===== config.mk =====
export PLATFORM = sky130hd
export DESIGN_NAME = copro_op_sequencer
export DESIGN_NICKNAME = d
export VERILOG_FILES = /design/src/rtl/copro_op_sequencer.sv
export SDC_FILE = /design/constraint.sdc
export NUM_CORES = 1
export LEC_CHECK = 0
export ABC_CLOCK_PERIOD_IN_PS = 3400
export CAP_MARGIN = 20
export CORE_MARGIN = 2
export CORE_UTILIZATION = 50
export CTS_BUF_LIST = sky130_fd_sc_hd__clkbuf_8
export DETAILED_ROUTE_END_ITERATION = 10
export DONT_BUFFER_PORTS = 1
export PLACE_DENSITY_LB_ADDON = 0.15
export REMOVE_ABC_BUFFERS = 1
export SLEW_MARGIN = 20
export SYNTH_ARGS = -nofsm -noshare
export SYNTH_HDL_FRONTEND = slang
export SYNTH_SLANG_ARGS = --single-unit

===== constraint.sdc =====
create_clock -name clk_i -period 3.4 [get_ports clk_i]
set_input_delay 0.68 -clock clk_i [delete_from_list [all_inputs] [get_ports clk_i]]
set_output_delay 0.68 -clock clk_i [all_outputs]
set_load 0.02 [all_outputs]

===== src/rtl/copro_op_sequencer.sv =====
// Issue-side sequencer for the crypto coprocessor: accepts one decoded
// instruction, steps the shared round datapath, then holds the result.
// Ports:
//   issue_*  : decoded instruction in (valid/ready), kill_i flushes it
//   dp_*     : round datapath control (start/abort pulses, round, last, done)
//   result_* : registered writeback bundle (valid/ready)
//   ops_done_o : count of result handshakes, wraps modulo 2^32
module copro_op_sequencer #(
  parameter int XLEN          = 32,
  parameter int ID_W          = 3,
  parameter int ASCON_ROUNDS  = 12,
  parameter int CHACHA_ROUNDS = 2
) (
  input  logic            clk_i,
  input  logic            rst_i,
  input  logic            issue_valid_i,
  output logic            issue_ready_o,
  input  logic [3:0]      issue_opcode_i,
  input  logic [ID_W-1:0] issue_id_i,
  input  logic [4:0]      issue_rd_i,
  input  logic            kill_i,
  output logic            dp_start_o,
  output logic [3:0]      dp_opcode_o,
  output logic [3:0]      dp_round_o,
  output logic            dp_last_o,
  output logic            dp_abort_o,
  input  logic            dp_done_i,
  input  logic [XLEN-1:0] dp_result_i,
  output logic            result_valid_o,
  input  logic            result_ready_i,
  output logic [ID_W-1:0] result_id_o,
  output logic [4:0]      result_rd_o,
  output logic            result_we_o,
  output logic            result_exc_o,
  output logic [XLEN-1:0] result_data_o,
  output logic [31:0]     ops_done_o
);

  typedef enum logic [1:0] {
    IDLE,
    START,
    WAIT,
    RESP
  } state_t;

  localparam logic [3:0] OP_NOP    = 4'd1;
  localparam logic [3:0] OP_RORH   = 4'd2;
  localparam logic [3:0] OP_ASCON  = 4'd4;
  localparam logic [3:0] OP_CHACHA = 4'd5;

  state_t            state_q, state_d;
  logic [3:0]        op_q;
  logic [3:0]        round_q;
  logic [ID_W-1:0]   id_q;
  logic [4:0]        rd_q;
  logic              we_q;
  logic              exc_q;
  logic [XLEN-1:0]   data_q;
  logic [31:0]       ops_q;

  logic              busy;
  logic              last;
  logic              accept;
  logic              done_hit;
  logic              ops_inc;
  logic              is_nop;
  logic              is_dp;
  logic [4:0]        n_rounds;

  always_comb begin
    is_nop = 1'b0;
    is_dp  = 1'b0;
    unique case (1'b1)
      (issue_opcode_i == OP_NOP): is_nop = 1'b1;
      (issue_opcode_i >= OP_RORH &&
       issue_opcode_i <= OP_CHACHA): is_dp = 1'b1;
      default: ;
    endcase
  end

  always_comb begin
    n_rounds = 5'd1;
    unique case (1'b1)
      (op_q == OP_ASCON):  n_rounds = 5'(ASCON_ROUNDS);
      (op_q == OP_CHACHA): n_rounds = 5'(CHACHA_ROUNDS);
      default: ;
    endcase
  end

  assign busy     = (state_q == START) || (state_q == WAIT);
  assign last     = busy && ({1'b0, round_q} == n_rounds - 5'd1);
  assign accept   = issue_valid_i && issue_ready_o;
  // Kill wins over a done arriving in the same cycle.
  assign done_hit = busy && dp_done_i && !kill_i;
  assign ops_inc  = (state_q == RESP) && result_ready_i && !kill_i;

  always_comb begin
    state_d = state_q;
    unique case (state_q)
      IDLE: begin
        if (accept) begin
          state_d = is_dp ? START : RESP;
        end
      end
      START, WAIT: begin
        if (kill_i) begin
          state_d = IDLE;
        end else if (dp_done_i) begin
          state_d = last ? RESP : START;
        end else begin
          state_d = WAIT;
        end
      end
      RESP: begin
        if (kill_i || result_ready_i) begin
          state_d = IDLE;
        end
      end
      default: state_d = IDLE;
    endcase
  end

  always_ff @(posedge clk_i or posedge rst_i) begin
    if (rst_i) begin
      state_q <= IDLE;
      op_q    <= '0;
      round_q <= '0;
      id_q    <= '0;
      rd_q    <= '0;
      we_q    <= 1'b0;
      exc_q   <= 1'b0;
      data_q  <= '0;
    end else begin
      state_q <= state_d;
      if (accept) begin
        op_q    <= issue_opcode_i;
        id_q    <= issue_id_i;
        rd_q    <= issue_rd_i;
        round_q <= '0;
        we_q    <= 1'b0;
        exc_q   <= !(is_nop || is_dp);
        data_q  <= '0;
      end else if (done_hit) begin
        if (last) begin
          data_q <= dp_result_i;
          we_q   <= 1'b1;
          exc_q  <= 1'b0;
        end else begin
          round_q <= round_q + 4'd1;
        end
      end
    end
  end

  // Only written on a handshake so an external preload is retained.
  always_ff @(posedge clk_i or posedge rst_i) begin
    if (rst_i) begin
      ops_q <= '0;
    end else if (ops_inc) begin
      ops_q <= ops_q + 32'd1;
    end
  end

  assign issue_ready_o  = (state_q == IDLE) && !kill_i;
  assign dp_start_o     = (state_q == START);
  assign dp_opcode_o    = op_q;
  assign dp_round_o     = round_q;
  assign dp_last_o      = last;
  assign dp_abort_o     = busy && kill_i;
  assign result_valid_o = (state_q == RESP);
  assign result_id_o    = id_q;
  assign result_rd_o    = rd_q;
  assign result_we_o    = we_q;
  assign result_exc_o   = exc_q;
  assign result_data_o  = data_q;
  assign ops_done_o     = ops_q;

endmodule


Word-level counts from Yosys, hierarchy flattened
Cells that the tools add are included.

Register bits after elaboration: 84. Logic and storage cells: 67. Output and inout port bits: 87.

Magnitude comparators: 2. Equal/unequal tests: 10. Reduce and logical (&&, ||, !) cells: 21. Add/sub/neg operators: 3. Mux-type cells: 22.

Operator list (number): two-way mux 32 bit (3); adder 32 x 1 -> 32 bit, second input constant (1); two-way mux 2 bit (6); two-way mux 4 bit (3); logical AND 1 bit (9); == test 4 x 3 -> 1 bit, second input constant (2); two-way mux 1 bit (8); one-hot mux 4 bit (2 select lines) (1); one-hot mux 2 bit (3 select lines) (1); AND reduction 2 bit (3); == test 4 x 5 -> 1 bit (1); subtractor 5 x 1 -> 5 bit, second input constant (1); adder 4 x 1 -> 4 bit, second input constant (1); == test 2 bit, second input constant (2); == test 4 x 1 -> 1 bit, second input constant (1); greater-or-equal comparator 4 x 2 -> 1 bit, second input constant (1); <= comparator 4 x 3 -> 1 bit, second input constant (1); inequality test 2 x 1 -> 1 bit, second input constant (2); nonzero test 2 bit (2); logical OR 1 bit (3); == test 2 x 1 -> 1 bit, second input constant (1); logical NOT 1 bit (2); logical NOT 2 bit (1); inequality test 2 bit, second input constant (1); OR reduction 2 bit (1).

Logic depth before layout (Yosys ltp)
Gate-level depths: netlist of run 1.

Word-level depth: 9. Depth in mapped cells: 8.

Worst setup path after synthesis of run 1
Ideal clock, no wire load.

Kind: flip-flop to output port. Start point: register op_q[1] (netlist: dp_opcode_o[1]). End point: output port dp_last_o. Buffers on the path: 0. Arrival time: 1519 ps. Cell stages (with the launch flop): 4. Path slack: 1201 ps. Cell sequence: dfrtp_1 -> nor4b_4 -> mux2_4 -> nor2_1.

Cells in the longest elaborated chain, start to end: 5. Elaborated cells between the ends (all ways): 6.

RTL lines: start: declaration (line 52) `logic [3:0] op_q;`; start signal: assignment (line 136) `op_q <= issue_opcode_i;`; == test 4 x 3 -> 1 bit, on equally long branches (line 85, 84); one-hot mux 4 bit (2 select lines) * (line 83) `unique case (1'b1)`; subtractor 5 x 1 -> 5 bit * (line 91) `assign last = busy && ({1'b0, round_q} == n_rounds - 5'd1);`; == test 4 x 5 -> 1 bit * (line 91); logical AND 1 bit * (line 91); end: declaration (line 25) `output logic dp_last_o,`.

Every way passes the cells marked *; elsewhere a longest branch is shown, timed or not.

Worst setup path in the final report of run 1
Start point: register state_q[0]. End point: output port dp_last_o.

Cells in the longest elaborated chain, start to end: 3. Elaborated cells between the ends (all ways): 4.

RTL lines: start: declaration (line 51) `state_t state_q, state_d;`; start signal: assignment (line 134) `state_q <= state_d;`; == test 2 x 1 -> 1 bit / == test 2 bit (equally long branches) (line 90) `assign busy = (state_q == START) || (state_q == WAIT);`; logical OR 1 bit * (line 90); logical AND 1 bit * (line 91).

Marked as above.

==> metrics.txt, run 1 <==
cell area after synthesis=3986 µm²; Final setup viols=0; Core ar.=7727 µm²; Fin. Hold Viols=0; first-pass GRT wire length=13250 µm; fmax=373.6 MHz; critical path, cell by cell=inv_1 -> ha_1 -> nor3b_1 -> mux2i_1 -> nor2_1; CTS root buffer=clkbuf_8; worst vdd ir=0.0004621 V; H-tree depth=3; Leakage=2.005 nW; Routability Congestion=0.7997; FF+latch area=2102 µm²; largest family of logic cells by synthesized area=simple AND/OR/NAND/NOR gates; initial core utilization=51.59%; nets@finish=440; antenna violations before repair=0; vias per inst=5.452; routed wire length=8021 µm; WL/cell=16.34 µm; Area Overhead vs Synth=7.972%; Pwr Total=0.003503 W; CP arrival=2.00 ns; R2R depth=7; post-CTS resize count=0; Mean Syn Cell Area=10.38 µm²; number of synthesis warnings=0; crit path time final=2.677 ns; drc violations=0; Clk pin slew, worst setup/hold paths=0.09 ns; max-capacitance violation count=0; share of layout cells above drive strength 1=8.740%; via count=2677; mux contribution to synthesized area=9.981%; status=complete, no violations; simple-gate share of the synthesized area=22.25%; top-level I/O count=137; GRT overflow=0; GRT Resource Usage Total=19.21%; Initial DRT Pass Iterations=4; Syn Inst Count=384; Cell Rows=32; multi-input logic area=1755 µm²; delay-heaviest family, CP=simple AND/OR/NAND/NOR gates; CTS buffer count=9; DIE AREA=8703 µm²; CTS Sinks=84; vias in the first global route=2643; Post CTS Setup Buffer Count=0; cts hold-fix bufs=0; compound-gate portion of the synthesized area=2.511%; Slew @ Worst Pin=0.9856 ns; WP depth=5; Slew headroom=34.05%; dpl hpwl=5518 µm; Yosys cell types=42; crit path capture type=output pin; DRT antenna net count=0; Hold Crit Class=input port to asynchronous set/reset pin; clk_skew=0.009137 ns; top_reg_cell synth=dfrtp_1; worst endpoint required time=2.72 ns; fin crit share=78.72%; number of synthesized flops with an enable pin=0; FILL cells=688; first-iteration detailed-routing DRC count=97; power per standard cell area=813.9 nW/µm²; Synth Register Bits=84; unrepaired setup endpoints after global routing=no; post-synthesis async set-or-reset flop share=100.0%; Seq/Total Area, Yosys=52.73%; crit path launch type=flip-flop; largest net degree at the start of global routing=71; antenna cells=0; worst skew pair latency=0.34 ns; Crit-path slowest cell=dfrtp_1; CP peak stage delay=0.40 ns; TNS Setup=0 ns; Worst Path Max Fanout=6; clk buf depth=2; Die Y=93.29 µm; post-synthesis xor/xnor area fraction=7.250%; adder-cell area share of the yosys netlist=1.883%; Buffers & Inverters on Critical Path=1; Slew Viols, Final=0; Setup CP Type=flip-flop to output pin; CTS tree=built; Port-buffer cells=0; Die W=93.29 µm
metrics by stage:
| stage | setup slack, ns | instance area, µm² | hold slack, ns | util [%] | cells |
|---|---|---|---|---|---|
| floorplan | -0.09865 | 3874 | 0.5514 | - | 368 |
| global placement | 1.129 | 4046 | 0.5797 | 52.36 | 475 |
| detailed placement | 0.9972 | 4046 | 0.5910 | 52.36 | 475 |
| CTS | 0.6844 | 4304 | 0.4020 | 55.70 | 491 |
| global route | 0.5194 | 4304 | 0.4179 | 55.70 | 491 |
| finish | 0.7235 | 4304 | 0.3857 | 55.70 | 491 |
synthesized netlist by cell type, types with 2 or more instances:
cell      instances  area [µm²]
a211oi_1          2       15.01
nand2b_1          2       12.51
inv_1             6       22.52
xor2_1            4       35.03
nor3_1            3       15.01
mux2_2            2       22.52
ha_1              6       75.07
mux2i_1          36       360.4
and3_1            5       31.28
dfrtp_1          84        2102
nand3_1          14       70.07
and4_1            3       26.28
or2_2             3       18.77
a21oi_1           5       25.02
nor3b_1           2       15.01
nor3_2            2       20.02
nand2_1         116       435.4
buf_12            2       40.04
nand4_1          13       81.33
o21ai_0           2       10.01
clkbuf_1         11       41.29
nor2_1           12       45.04
xnor2_1          29       254.0
and3b_1           2       17.52
cell families (layout without fill, tap and decap cells):
| kind of cell | after synthesis | after routing |
|---|---|---|
| AOI/OAI and AO/OA | 15 | 15 |
| xor gates and xnor gates | 33 | 33 |
| adders and majority gates | 6 | 6 |
| buffers and inverters | 22 | 27 |
| DFF | 84 | 84 |
| muxes | 39 | 39 |
| and+or+nand+nor | 185 | 185 |
report_power, final:
group | internal [W] | switching [W] | total, W
Combinational | 0.000342 | 0.000475 | 0.000817
Sequential | 0.00125 | 0.000543 | 0.00180
Clock | 0.000531 | 0.000360 | 0.000891
cell usage in the layout, fill, tap and decap left out, types with 2 or more instances in the layout:
cell / count
mux2_2: 2
buf_4: 5
clkbuf_8: 11
dfrtp_1: 84
o21ai_0: 2
a211oi_1: 2
xor2_1: 4
and4_1: 3
nand2_1: 116
xnor2_1: 29
nor2_1: 12
nand3_1: 14
mux2i_1: 36
ha_1: 6
nor3b_1: 2
and3b_1: 2
bufinv_16: 3
and3_1: 5
nor3_1: 3
or2_2: 3
nand2b_1: 2
nand4_1: 13
inv_1: 5
a21oi_1: 5
path summary, 6_finish.rpt:
kind,from,endpoint,slack [ns]
min reg2reg,state_q[0]$_DFFE_PP0P_,state_q[0]$_DFFE_PP0P_,0.60
max reg2reg,state_q[0]$_DFFE_PP0P_,result_data_o[27]$_DFFE_PP0P_,1.03
min,rst_i,result_data_o[3]$_DFFE_PP0P_,0.39
min in group clk_i,issue_rd_i[3],result_rd_o[3]$_DFFE_PP0P_,0.44
max,state_q[0]$_DFFE_PP0P_,dp_last_o,0.72
max in group asynchronous,rst_i,dp_opcode_o[0]$_DFFE_PP0P_,2.21
flip-flops by register name, summed over array words and instances (netlist names):
register and count:
result_exc_o 1, result_id_o 3, ops_done_o 32, result_rd_o 5
dp_round_o 4, result_data_o 32, dp_opcode_o 4, result_we_o 1
state_q 2
routing by layer:
metal / part of all wire [%] / GRT usage, % / vias to the layer above
met5: 0 / 0 / -
met4: 2.2 / 7.966 / 0
li1: - / - / 1287
met3: 7.3 / 6.044 / 16
met1: 43 / 25.58 / 1279
met2: 47 / 29.08 / 95
area by class of cell:
type                            count  share of cell area (%)
Clock buffer                       11                   3.517
Timing Repair Buffer                5                  0.8721
Multi-Input combinational cell    278                   40.78
Sequential cell                    84                   48.84
Tap cell                          102                   2.965
Clock inverter                      5                   2.471
Inverter                            6                  0.5523
worst reg2reg max path, cell delays in order (launching register included):
cell,delay (ns)
dfrtp_1,0.40
inv_1,0.07
ha_1,0.35
nor3b_1,0.25
mux2i_1,0.22
nor3_4,0.22
buf_4,0.49
mux2i_1,0.29
(Power assumes the default switching activity.)
==> run 2: changes to the inputs <==
--- a/config.mk
+++ b/config.mk
@@ -5,7 +5,7 @@
 export SDC_FILE = /design/constraint.sdc
 export NUM_CORES = 1
 export LEC_CHECK = 0
-export ABC_CLOCK_PERIOD_IN_PS = 3400
+export ABC_CLOCK_PERIOD_IN_PS = 2500
 export CAP_MARGIN = 20
 export CORE_MARGIN = 2
 export CORE_UTILIZATION = 50
==> constraint.sdc (replaced) <==
create_clock -name clk_i -period 2.5 [get_ports clk_i]
set_input_delay 0.5 -clock clk_i [delete_from_list [all_inputs] [get_ports clk_i]]
set_output_delay 0.5 -clock clk_i [all_outputs]
set_load 0.02 [all_outputs]
==> run 2 against run 1 <==
Effect of this change: die area did not move; combinational power rose by 52%; largest cell class unchanged; count of clock-buffer cells in the layout fell by 2; highest routed layer unchanged; critical endpoint unchanged.
==> metrics.txt, run 2 (synthesis results as in run 1) <==
status=complete, no violations; Logic pwr share=27.2% (+3.9 points); commonest cells after routing, fill and taps aside=nand2_1 (116), dfrtp_1 (83), mux2i_1 (35); vias in the first global route=2796 (+5.8%); reg2reg start=state_q[0]$_DFFE_PP0P_; Fin. Hold Viols=0 (unchanged); clock power share=20.2% (-5.2 points); drc violations=0 (unchanged); Area Overhead vs Synth=8.004% (about the same); Worst Path Max Fanout=4 (-2); DRT antenna net count=0 (unchanged); vias per inst=5.494 (+0.77%); GRT overflow=0 (unchanged); clk_skew=0.01108 ns (+0.001948 ns); cts hold-fix bufs=0 (unchanged); non-filler cells, final=496 (+1.0%); Slew Viols, Final=0 (unchanged); most common cell after layout, fill and taps aside=nand2_1; Slew @ Worst Pin=0.5609 ns (-0.4248 ns); routed wire length=8158 µm (+1.7%); Final setup viols=0 (unchanged); CTS Sinks=84 (unchanged); WL/cell=16.45 µm (+0.68%); worst skew pair latency=0.35 ns (about the same); top-level I/O count=137 (unchanged); share of layout cells above drive strength 1=10.41% (+1.7 points); worst vdd ir=0.0006505 V (+41%); Routability Congestion=0.8484 (+6.1%); via count=2725 (+1.8%); Slew headroom=62.41% (+28 points); Cell Rows=32 (unchanged); Hold Crit Class=input port to asynchronous set/reset pin; Sequential Power Share=52.7% (+1.5 points); Internal=0.002681 W (+26%); CP startpoint=dp_opcode_o[0]$_DFFE_PP0P_; Die Y=93.29 µm (unchanged); dpl hpwl=5729 µm (+3.8%); unrepaired setup endpoints after global routing=no; Psw=0.001897 W (+38%); crit path time final=2.373 ns; largest net degree at the start of global routing=45 (-37%); fmax=421.4 MHz; Die W=93.29 µm (unchanged); CP arrival=1.87 ns (-0.13 ns); DIE AREA=8703 µm² (unchanged); first-pass GRT wire length=13570 µm (+2.4%); nets@finish=445 (+1.1%); crit path launch type=flip-flop; CTS root buffer=clkbuf_8; Cells after DPL=479 (+0.84%); crit path capture type=output pin; Port-buffer cells=0 (unchanged); worst endpoint required time=2.00 ns (-0.72 ns); fin crit share=94.93%; Clk pin slew, worst setup/hold paths=0.09 ns (about the same); GRT Resource Usage Total=19.77% (+0.57 points); initial core utilization=51.59% (unchanged); antenna cells=0 (unchanged); Setup CP Type=flip-flop to output pin; H-tree depth=3 (unchanged); antenna violations before repair=0 (unchanged); Leakage=2.018 nW (+0.64%); power per standard cell area=1063 nW/µm² (+31%); Net Sw Frac=41.44% (+2.1 points); clk buf depth=2 (unchanged); CTS buffer count=9 (unchanged); Core ar.=7727 µm² (unchanged); Initial DRT Pass Iterations=4 (unchanged); first-iteration detailed-routing DRC count=101 (+4.1%); max-capacitance violation count=0 (unchanged); CTS tree=built; TNS Setup=0 ns (unchanged)
-- run 2: cell count changes in the layout (fill, tap and decap cells not counted), moves of 2 or more --
| cell | previous run | this run |
|---|---|---|
| buf_4 | 5 | 8 |
| inv_1 | 5 | 7 |
| clkbuf_8 | 11 | 9 |
| bufinv_16 | 3 | 1 |
| clkinv_2 | 1 | 4 |
| buf_12 | 0 | 2 |
-- run 2: repair_timing --
| action | CTS | global route |
|---|---|---|
| setup endpoints to repair | 1 | 1 |
| resized for setup | 1 | 3 |
| pin swaps | 0 | 2 |
| setup buffers | 0 | 1 |
-- run 2: power groups by stage --
stage,clock (W),combinational [W],sequential (W)
3_5_place_dp,0,0.00122,0.00244
2_1_floorplan,0,0.000931,0.00237
3_3_place_gp,0,0.00117,0.00243
4_1_cts,0.000952,0.00123,0.00242
5_1_grt,0.00102,0.00141,0.00246
6_report,0.000923,0.00124,0.00241
-- run 2: critical path, stage by stage (launching register included) --
cell	delay (ns)
dfrtp_1	0.50
nor4b_4	0.28
buf_4	0.18
mux2_4	0.33
nor2_2	0.24
-- run 2: cell type report --
| class | instances | area (µm²) |
|---|---|---|
| clock buffer | 9 | 123.9 |
| fill | 673 | 3422 |
| multi-input combinational | 278 | 1767 |
| tap | 102 | 127.6 |
| clock inverter | 7 | 60.06 |
| sequential | 84 | 2103 |
| inverter | 6 | 23.77 |
| timing repair buffer | 10 | 100.1 |
-- run 2: path summary, 6_finish.rpt --
check                                                to  slack, ns  depth (start not counted)
max reg2reg                  ops_done_o[28]$_DFFE_PP0P_       0.36                          5
max                                           dp_last_o       0.13                          4
max in group asynchronous     dp_round_o[1]$_DFFE_PP0P_       1.94                          2
min                        result_data_o[3]$_DFFE_PP0P_       0.16                          2
min reg2reg                      state_q[0]$_DFFE_PP0P_       0.61                          2
min in group clk_i           result_id_o[1]$_DFFE_PP0P_       0.26                          2
-- run 2: per-stage QoR --
stage | hold slack, ns | worst slack [ns] | power [W] | util (%) | instance area (µm²)
2_1_floorplan | 0.5514 | -0.9987 | 0.003302 | - | 3874
4_1_cts | 0.1620 | 0.01457 | 0.004601 | 55.49 | 4288
3_3_place_gp | 0.5367 | 0.4159 | 0.003599 | 53.08 | 4101
5_1_grt | 0.1773 | 0.03689 | 0.004891 | 55.72 | 4305
3_5_place_dp | 0.5425 | 0.3162 | 0.003660 | 53.08 | 4101
6_report | 0.1563 | 0.1268 | 0.004579 | 55.72 | 4305
-- run 2: metal layers --
metal	up-vias	GRT usage, %	wire (µm)
met5	-	0	0
met1	1329	24.30	3481
li1	1290	-	-
met4	0	6.618	160
met3	14	7.655	640
met2	92	31.95	3876
